File: src/rtl/life_pkg.sv
// Shared types and helpers for the Game of Life generation sequencer.
package life_pkg;

    typedef enum logic [2:0] {
        ST_PAUSE = 3'd0,
        ST_RUN   = 3'd1,
        ST_STEP  = 3'd2,
        ST_LOAD1 = 3'd3,
        ST_LOAD2 = 3'd4,
        ST_HALT  = 3'd5
    } state_t;

    localparam int unsigned GEN_W_DEF = 16;
    localparam int unsigned PAT_W_DEF = 2;

    // Generation period in Clk cycles: each speed step doubles the rate.
    function automatic int unsigned speed_period(input int unsigned base,
                                                 input logic [1:0]  sel);
        return base >> sel;
    endfunction

endpackage

File: src/rtl/life_rate_div.sv
// Generation-rate divider: counts Clk cycles and flags when the selected
// period has elapsed.
module life_rate_div
    import life_pkg::*;
#(
    parameter int unsigned BASE_DIV = 50_000_000,
    parameter int unsigned DIV_W    = 26
) (
    input  logic       Clk,
    input  logic       Rst,
    input  logic [1:0] speed_sel_i,
    input  logic       clear_i,
    input  logic       inc_i,
    output logic       expire_o
);

    logic [DIV_W-1:0] div_cnt_q;
    logic [DIV_W-1:0] div_cnt_d;
    logic [DIV_W-1:0] period_m1;

    // >= rather than == so a mid-count speed increase fires next cycle
    // instead of wrapping the counter.
    always_comb begin
        period_m1 = DIV_W'(speed_period(BASE_DIV, speed_sel_i) - 32'd1);
        expire_o  = (div_cnt_q >= period_m1);
    end

    always_comb begin
        div_cnt_d = div_cnt_q;
        if (clear_i) begin
            div_cnt_d = '0;
        end else if (inc_i) begin
            div_cnt_d = div_cnt_q + DIV_W'(1);
        end
    end

    always_ff @(posedge Clk or negedge Rst) begin
        if (!Rst) begin
            div_cnt_q <= '0;
        end else begin
            div_cnt_q <= div_cnt_d;
        end
    end

endmodule

File: src/rtl/life_gen_controller.sv
// Generation sequencer: turns debounced buttons into the grid's advance
// strobe, reload pulse and pattern select; counts and auto-halts generations.
module life_gen_controller
    import life_pkg::*;
#(
    parameter int unsigned BASE_DIV = 50_000_000,
    parameter int unsigned DIV_W    = 26,
    parameter int unsigned GEN_W    = GEN_W_DEF,
    parameter int unsigned PAT_W    = PAT_W_DEF
) (
    input  logic             Clk,
    input  logic             Rst,
    input  logic             btn_run,
    input  logic             btn_step,
    input  logic             btn_load,
    input  logic [PAT_W-1:0] pattern_in,
    input  logic [1:0]       speed_sel,
    input  logic             auto_halt,
    input  logic             all_dead,
    output logic             gen_tick,
    output logic             grid_load_n,
    output logic [PAT_W-1:0] pattern_sel,
    output logic [GEN_W-1:0] gen_count,
    output logic             running,
    output logic             halted
);

    state_t           state_q;
    logic             run_q;
    logic             step_q;
    logic             load_q;
    logic             gen_tick_q;
    logic             grid_load_n_q;
    logic [PAT_W-1:0] pattern_sel_q;
    logic [GEN_W-1:0] gen_count_q;
    logic             running_q;
    logic             halted_q;

    logic run_ev;
    logic step_ev;
    logic load_ev;
    logic halt_cond;
    logic run_active;
    logic div_inc;
    logic div_clear;
    logic expire;

    always_comb begin
        run_ev     = btn_run  & ~run_q;
        step_ev    = btn_step & ~step_q;
        load_ev    = btn_load & ~load_q;
        halt_cond  = auto_halt & all_dead;
        // Counting only continues while RUN is kept this cycle.
        run_active = (state_q == ST_RUN) && !load_ev && !run_ev && !halt_cond;
        div_inc    = run_active;
        div_clear  = (state_q == ST_LOAD1) || (run_active && expire);
    end

    life_rate_div #(
        .BASE_DIV (BASE_DIV),
        .DIV_W    (DIV_W)
    ) u_rate_div (
        .Clk         (Clk),
        .Rst         (Rst),
        .speed_sel_i (speed_sel),
        .clear_i     (div_clear),
        .inc_i       (div_inc),
        .expire_o    (expire)
    );

    always_ff @(posedge Clk or negedge Rst) begin
        if (!Rst) begin
            state_q       <= ST_PAUSE;
            run_q         <= 1'b0;
            step_q        <= 1'b0;
            load_q        <= 1'b0;
            gen_tick_q    <= 1'b0;
            grid_load_n_q <= 1'b1;
            pattern_sel_q <= '0;
            gen_count_q   <= '0;
            running_q     <= 1'b0;
            halted_q      <= 1'b0;
        end else begin
            run_q         <= btn_run;
            step_q        <= btn_step;
            load_q        <= btn_load;
            gen_tick_q    <= 1'b0;
            grid_load_n_q <= 1'b1;
            running_q     <= 1'b0;
            halted_q      <= 1'b0;

            case (state_q)
                ST_LOAD1: begin
                    state_q       <= ST_LOAD2;
                    grid_load_n_q <= 1'b0;
                    gen_count_q   <= '0;
                end
                ST_LOAD2: begin
                    state_q <= ST_PAUSE;
                end
                default: begin
                    if (load_ev) begin
                        state_q       <= ST_LOAD1;
                        pattern_sel_q <= pattern_in;
                    end else begin
                        case (state_q)
                            ST_PAUSE: begin
                                if (run_ev) begin
                                    state_q   <= ST_RUN;
                                    running_q <= 1'b1;
                                end else if (step_ev) begin
                                    state_q     <= ST_STEP;
                                    gen_tick_q  <= 1'b1;
                                    gen_count_q <= gen_count_q + GEN_W'(1);
                                end
                            end
                            ST_STEP: begin
                                state_q <= ST_PAUSE;
                            end
                            ST_RUN: begin
                                if (run_ev) begin
                                    state_q <= ST_PAUSE;
                                end else if (halt_cond) begin
                                    state_q  <= ST_HALT;
                                    halted_q <= 1'b1;
                                end else begin
                                    running_q <= 1'b1;
                                    if (expire) begin
                                        gen_tick_q  <= 1'b1;
                                        gen_count_q <= gen_count_q + GEN_W'(1);
                                    end
                                end
                            end
                            ST_HALT: begin
                                halted_q <= 1'b1;
                            end
                            default: begin
                                state_q <= ST_PAUSE;
                            end
                        endcase
                    end
                end
            endcase
        end
    end

    always_comb begin
        gen_tick    = gen_tick_q;
        grid_load_n = grid_load_n_q;
        pattern_sel = pattern_sel_q;
        gen_count   = gen_count_q;
        running     = running_q;
        halted      = halted_q;
    end

endmodule

File: config.mk
export PLATFORM = sky130hd
export DESIGN_NAME = life_gen_controller
export DESIGN_NICKNAME = d
export VERILOG_FILES = /design/src/rtl/life_pkg.sv /design/src/rtl/life_rate_div.sv /design/src/rtl/life_gen_controller.sv
export SDC_FILE = /design/constraint.sdc
export NUM_CORES = 1
export LEC_CHECK = 0
export CAP_MARGIN = 10
export CORE_MARGIN = 2
export CORE_UTILIZATION = 39
export DETAILED_ROUTE_END_ITERATION = 12
export HOLD_SLACK_MARGIN = 0.1
export PLACE_DENSITY = 0.56
export RECOVER_POWER = 50
export SLEW_MARGIN = 5
export SYNTH_ARGS = -nofsm -noshare
export SYNTH_HDL_FRONTEND = slang
export SYNTH_HIERARCHICAL = 1
export SYNTH_SLANG_ARGS = --single-unit
File: constraint.sdc
create_clock -name Clk -period 2.5 [get_ports Clk]
set_clock_uncertainty 0.1 [all_clocks]
set_input_delay 0.5 -clock Clk [delete_from_list [all_inputs] [get_ports Clk]]
set_output_delay 0.5 -clock Clk [all_outputs]
set_load 0.01 [all_outputs]
==> reports/qor.csv, run 1 <==
metric;value;unit
initial antenna violation count;0;
FP Rows;34;
Inserted Clock Buffers;5;
drt via density;5.39;
Final Hold Violating Endpoints;0;
Worst setup SP type;input port;
top post-synthesis cells by area;dfrtp_1, ha_1, nand2_1;
IO Count;33;
routed via count;3076;
Worst Path Required;2.64;ns
Arr. time, crit path;3.26;ns
grt total ovfl;0;
ant diodes;0;
asr flop ratio synth;1.00;
Clock transition at path regs;0.12;ns
max-slew violations;0;
commonest non-fill, non-tap cell in the layout;buf_4;
die area;9510;µm²
Starting Density;0.397;
fmax;320;MHz
crit-path max FO;4;
critical path class;input port to flop;
largest buffer count on any clock path;2;
Hold Slack;0.443;ns
Setup WS pre-CTS;-1.51;ns
register bit total from synthesis;54;
final antenna-violating net count;0;
ratio of final minimum period to clock period;1.25;
final worst slack;-0.621;ns
Worst-Margin Slew;1.20;ns
commonest non-fill, non-tap cells in the layout;buf_4, dfrtp_1, nand2_1;
post-synth top area share;0.389;
mean cell area of the mapped netlist;9.39;µm²
Die Ht;97.5;µm
cell count after synthesis;363;
Routed WL;8840;µm
Primary FF master, synth;dfrtp_1;
Unique masters post-synth;52;
die width;97.5;µm
Max VDD drop;0.000231;V
depth of the CTS H-tree;2;
# setup viols final;43;
RSZ-0062 raised after global routing;true;
worst skew pair latency;0.32;ns
Crit. End Element;flop;
CTS tree;done;
GPL Wtd Cong;0.801;
fraction of layout cells with a size suffix above 1;0.341;
total power divided by cell area;553;nW/µm²
worst relative slew slack;0.198;
Yosys Warn Count;6;
pin count of the biggest net entering global routing;34;
sequential-to-total area share from yosys stat;0.397;
drt pass-1 iters;4;
TritonCTS Sinks;54;
# Max-Cap Violations;0;
Core Util, Final;0.577;
Leak Pwr;2.16;nW
Core Box Area;8590;µm²
vias in the first global route;3003;
Post-DP HPWL;5970;µm
drt wl/cell;15.5;µm
outcome;complete, but fails checks;
fin nets;495;
Period minus WS final;3.12;ns
largest area contributor in the netlist;dfrtp_1;
Synth Cell Area;3410;µm²
drt initial violations;95;
hold crit path type;flop to flop;
Root Buffer Master;clkbuf_8;
violated checks;negative setup slack;
DRC errors left;0;
area growth from synthesis to layout;45.5;%
first-pass GRT wire length;15100;µm
input/output buffers;32;
number of flops mapped to enable cells by yosys;0;
Overall Global Routing Usage;0.195;
-- synthesized netlist by cell type, drive strengths merged, types with 3 or more instances --
master  instances
nor3           11
o21ai          11
nand2b          3
and4            6
dfrtp          53
xor2           10
nor2b           3
o31ai           8
nor3b           7
ha             22
a31oi           3
clkbuf          8
nand4          12
a211oi          4
inv            11
xnor2          13
nand3          16
nand2          35
a21o            3
mux2i           8
and3            9
a21oi          22
or3             7
or4             9
nor2           28
and2            3
buf            11
nor4            6
-- cell families after synthesis --
| kind of cell | count (synthesis) | synth area share |
|---|---|---|
| compound gates | 66 | 0.124 |
| flops | 54 | 0.397 |
| fa+ha+maj | 22 | 0.0807 |
| buf+inv | 32 | 0.0499 |
| mux | 8 | 0.0235 |
| other cells | 2 | 0.00220 |
| xor+xnor | 23 | 0.0591 |
| simple gates | 156 | 0.264 |
-- state kept, by name, indices dropped and copies added, names as in the netlist --
register              flops
gen_count                16
gen_tick                  1
grid_load_n               1
halted                    1
load_q                    1
pattern_sel               2
run_q                     1
running                   1
state_q                   3
step_q                    1
u_rate_div/div_cnt_q     26
-- critical path, cell delays in order --
cell and delay [ns]:
buf_8 0.11, nor2b_4 0.12, inv_2 0.06, ha_4 0.24
ha_4 0.27, nand3_2 0.05, or3_4 0.34, o2111ai_4 0.10
a311oi_2 0.12, o211ai_1 0.29, a21o_1 0.22, buf_6 0.12
buf_6 0.10, o2111ai_4 0.14, or3_1 0.34, a21oi_2 0.13
-- power by group --
| group | leakage (nW) | switching [mW] | internal, mW |
|---|---|---|---|
| Sequential | 0.729 | 0.0945 | 0.983 |
| Clock | 0.0478 | 0.308 | 0.229 |
| Combinational | 1.38 | 0.602 | 0.527 |
| Total | 2.16 | 1.00 | 1.74 |
-- metal layers --
metal | global-route usage | share of wire | vias to the layer above
li1 | - | - | 1526
met1 | 0.263 | 0.47 | 1505
met2 | 0.327 | 0.50 | 39
met3 | 0.0252 | 0.020 | 6
met4 | 0.0577 | 0.0087 | 0
met5 | 0 | 0 | -
-- metrics by stage --
step	instance area, µm²	std cells	power, mW	setup TNS [ns]
after global routing	4960	571	2.93	-26.72
after detailed placement	4310	547	1.98	-53.86
after CTS	4870	575	2.76	-21.47
after floorplan	3540	364	1.61	-21.19
final	4960	571	2.74	-19.56
after global placement	4310	547	1.96	-48.40
-- final timing paths --
check | from | to | slack [ns] | depth (start not counted)
max | speed_sel[0] | u_rate_div/div_cnt_q[15]$_DFFE_PN0P_ | -0.62 | 16
min | gen_count[7]$_DFFE_PN0P_ | gen_count[7]$_DFFE_PN0P_ | 0.44 | 1
max reg2reg | u_rate_div/div_cnt_q[9]$_DFFE_PN0P_ | u_rate_div/div_cnt_q[3]$_DFFE_PN0P_ | -0.46 | 12
min reg2reg | gen_count[7]$_DFFE_PN0P_ | gen_count[7]$_DFFE_PN0P_ | 0.44 | 1
max in group asynchronous | Rst | u_rate_div/div_cnt_q[1]$_DFFE_PN0P_ | 0.25 | 3
min in group asynchronous | Rst | gen_count[5]$_DFFE_PN0P_ | 0.83 | 2
-- repair_timing --
item / CTS / global route
resized for setup: 74 / 34
hold endpoints to repair: 20 / 0
cloned: 2 / 0
hold buffers: 1 / 0
endpoints found under the setup margin: 43 / 43
pin swaps: 38 / 20
setup buffers: 21 / 4
-- final cells by class --
cell class | count | area (µm²)
clock buffer | 6 | 82.6
clock inverter | 2 | 16.3
fill | 747 | 3630
inverter | 13 | 53.8
multi-input combinational | 279 | 2320
sequential | 54 | 1350
tap | 108 | 135
timing repair buffer | 109 | 997
Note: power is estimated with default switching activity, not from simulation.
==> run 2, diff against run 1 <==
--- a/config.mk
+++ b/config.mk
@@ -10,10 +10,9 @@
 export CORE_UTILIZATION = 39
 export DETAILED_ROUTE_END_ITERATION = 12
 export HOLD_SLACK_MARGIN = 0.1
-export PLACE_DENSITY = 0.56
+export PLACE_DENSITY = 0.54
 export RECOVER_POWER = 50
 export SLEW_MARGIN = 5
 export SYNTH_ARGS = -nofsm -noshare
 export SYNTH_HDL_FRONTEND = slang
-export SYNTH_HIERARCHICAL = 1
 export SYNTH_SLANG_ARGS = --single-unit
==> constraint.sdc (replaced) <==
create_clock -name Clk -period 3.7 [get_ports Clk]
set_clock_uncertainty 0.1 [all_clocks]
set_input_delay 0.74 -clock Clk [delete_from_list [all_inputs] [get_ports Clk]]
set_output_delay 0.74 -clock Clk [all_outputs]
set_load 0.01 [all_outputs]
==> reports/qor.csv, run 2 <==
metric;value;unit
routed via count;2855;
Worst setup SP type;input port;
Resize count post-CTS;0;
hold_buf cts;0;
Post-DP HPWL;5560;µm
Root Buffer Master;clkbuf_8;
fin cells;511;
# setup viols final;0;
# Post-CTS Setup Buffers;0;
Worst Path Required;3.79;ns
final antenna-violating net count;0;
drt wl/cell;15.5;µm
Yosys Warn Count;0;
min-delay src;gen_count[15]$_DFFE_PN0P_;
Starting Density;0.397;
depth of the CTS H-tree;2;
drt pass-1 iters;4;
Adder-Cell Fraction of Synth Area;0.0799;
Arr. time, crit path;3.48;ns
synth cell count leaders;dfrtp_1, nand2_1, nor2_1;
xor/xnor share of the synthesized area;0.0488;
ratio of final minimum period to clock period;0.914;
FP Rows;34;
top post-synthesis cells by area;dfrtp_1, ha_1, o31ai_1;
worst skew pair latency;0.31;ns
Leak Pwr;1.71;nW
CTS tree;done;
TritonCTS Sinks;54;
Largest register FFs;26;
asr flop ratio synth;1.00;
crit-path max FO;16;
grt total ovfl;0;
Compound-Gate Fraction of Synth Area;0.180;
fillcell total;831;
largest area contributor in the netlist;dfrtp_1;
hold crit path type;flop to flop;
Clock transition at path regs;0.10;ns
fin nets;434;
Max VDD drop;0.000301;V
# Max-Cap Violations;1;
Primary FF master, synth;dfrtp_1;
IO Count;33;
Routed WL;7940;µm
vias in the first global route;2779;
Logic pwr share;0.334;
fmax;296;MHz
dpl cell area;3840;µm²
Setup TNS;0;ns
drt initial violations;91;
Die Ht;97.6;µm
area growth from synthesis to layout;16.5;%
Crit. End Element;flop;
Clock power frac;0.244;
Final Instance Area;3980;µm²
cell count of the worst hold path;1;
Worst-Margin Slew;1.63;ns
placed cells;502;
DRC errors left;0;
Final Hold Violating Endpoints;0;
largest buffer count on any clock path;2;
ant diodes;0;
r2r worst-path depth;7;
initial antenna violation count;0;
Multi-input gate area;1930;µm²
Unique masters post-synth;59;
post-synthesis mux area share;0.00623;
first-pass GRT wire length;13400;µm
mean cell area of the mapped netlist;9.28;µm²
outcome;complete, but fails checks;
Core Box Area;8590;µm²
sequential-to-total area share from yosys stat;0.396;
drt via density;5.59;
total power divided by cell area;507;nW/µm²
Inserted Clock Buffers;5;
violated checks;max-capacitance violations, max-slew violations;
pin count of the biggest net entering global routing;47;
Register Area;1350;µm²
most common cell in the netlist;dfrtp_1;
cell count after synthesis;368;
Top reg by flops;u_rate_div.div_cnt_q;
GPL Wtd Cong;0.812;
Seq pwr share;0.422;
Synth Cell Area;3410;µm²
commonest non-fill, non-tap cells in the layout;dfrtp_1, nand2_1, nor2_1;
Period minus WS final;3.38;ns
Reg2Reg Launch Point;state_q[2]$_DFFE_PN0P_;
post-synth top area share;0.389;
worst setup path startpoint;speed_sel[1];
RSZ-0062 raised after global routing;false;
Psw;723;µW
die area;9520;µm²
Internal Power;1.29;mW
switching part of the total;0.359;
simple-gate share of the synthesized area;0.246;
commonest non-fill, non-tap cell in the layout;dfrtp_1;
register bit total from synthesis;54;
fraction of layout cells with a size suffix above 1;0.0844;
worst relative slew slack;-0.0853;
input/output buffers;32;
max-slew violations;30;
die width;97.6;µm
critical path class;input port to flop;
main combinational cell family by area after synthesis;simple AND/OR/NAND/NOR gates;
number of flops mapped to enable cells by yosys;0;
Overall Global Routing Usage;0.170;
[run 2: stage by stage]
step	hold WS [ns]	util	power, mW	setup slack, ns
after floorplan	0.344	-	1.26	0.643
final	0.414	0.463	2.02	0.320
after CTS	0.414	0.464	2.05	0.313
after detailed placement	0.394	0.447	1.54	-0.0261
after global routing	0.449	0.463	2.15	0.0814
after global placement	0.384	0.447	1.54	0.0324
[run 2: power by group through the flow]
| stage | combinational (mW) | sequential (mW) | clock [mW] |
|---|---|---|---|
| after floorplan | 0.432 | 0.829 | 0 |
| after global placement | 0.683 | 0.857 | 0 |
| final | 0.673 | 0.850 | 0.493 |
| after CTS | 0.689 | 0.848 | 0.508 |
| after detailed placement | 0.684 | 0.859 | 0 |
| after global routing | 0.747 | 0.874 | 0.527 |
[run 2: critical path, stage by stage]
cell	delay [ns]
clkdlybuf4s50_1	0.54
inv_1	0.10
nand2_1	0.10
inv_1	0.05
ha_1	0.29
nand3_1	0.10
o221a_1	0.24
o31ai_1	0.24
a31o_1	0.20
nor2_1	0.09
o211a_2	0.39
o41ai_1	0.38
[run 2: area by class of cell]
type,instances,share of cell area
clock buffers,6,0.0208
repair buffers,42,0.0941
flip-flops and latches,54,0.340
well taps,108,0.0340
inverters,12,0.0113
clock inverters,2,0.0151
multi-input cells,287,0.485
[run 2: layer usage]
| layer | vias to the layer above | GRT usage | wire (µm) | part of all wire |
|---|---|---|---|---|
| met5 | - | 0 | 0 | 0 |
| met4 | 0 | 0.0470 | 93 | 0.012 |
| met3 | 9 | 0.0223 | 196 | 0.025 |
| met2 | 48 | 0.273 | 3670 | 0.46 |
| met1 | 1384 | 0.241 | 3990 | 0.50 |
| li1 | 1414 | - | - | - |
[run 2: worst paths after layout]
path | endpoint | slack [ns]
worst max-delay path | gen_count[5]$_DFFE_PN0P_ | 0.32
worst min-delay path | gen_count[15]$_DFFE_PN0P_ | 0.41
worst max register to register | gen_count[7]$_DFFE_PN0P_ | 0.74
worst min register to register | gen_count[15]$_DFFE_PN0P_ | 0.41
max in group asynchronous | gen_count[3]$_DFFE_PN0P_ | 1.00
min in group asynchronous | u_rate_div.div_cnt_q[14]$_DFFE_PN0P_ | 0.47
[run 2: logic make-up after synthesis]
kind of cell,count (synthesis)
simple gates,153
compound gates,87
flops,54
buf+inv,29
fa+ha+maj,22
xor+xnor,19
other cells,2
mux,2
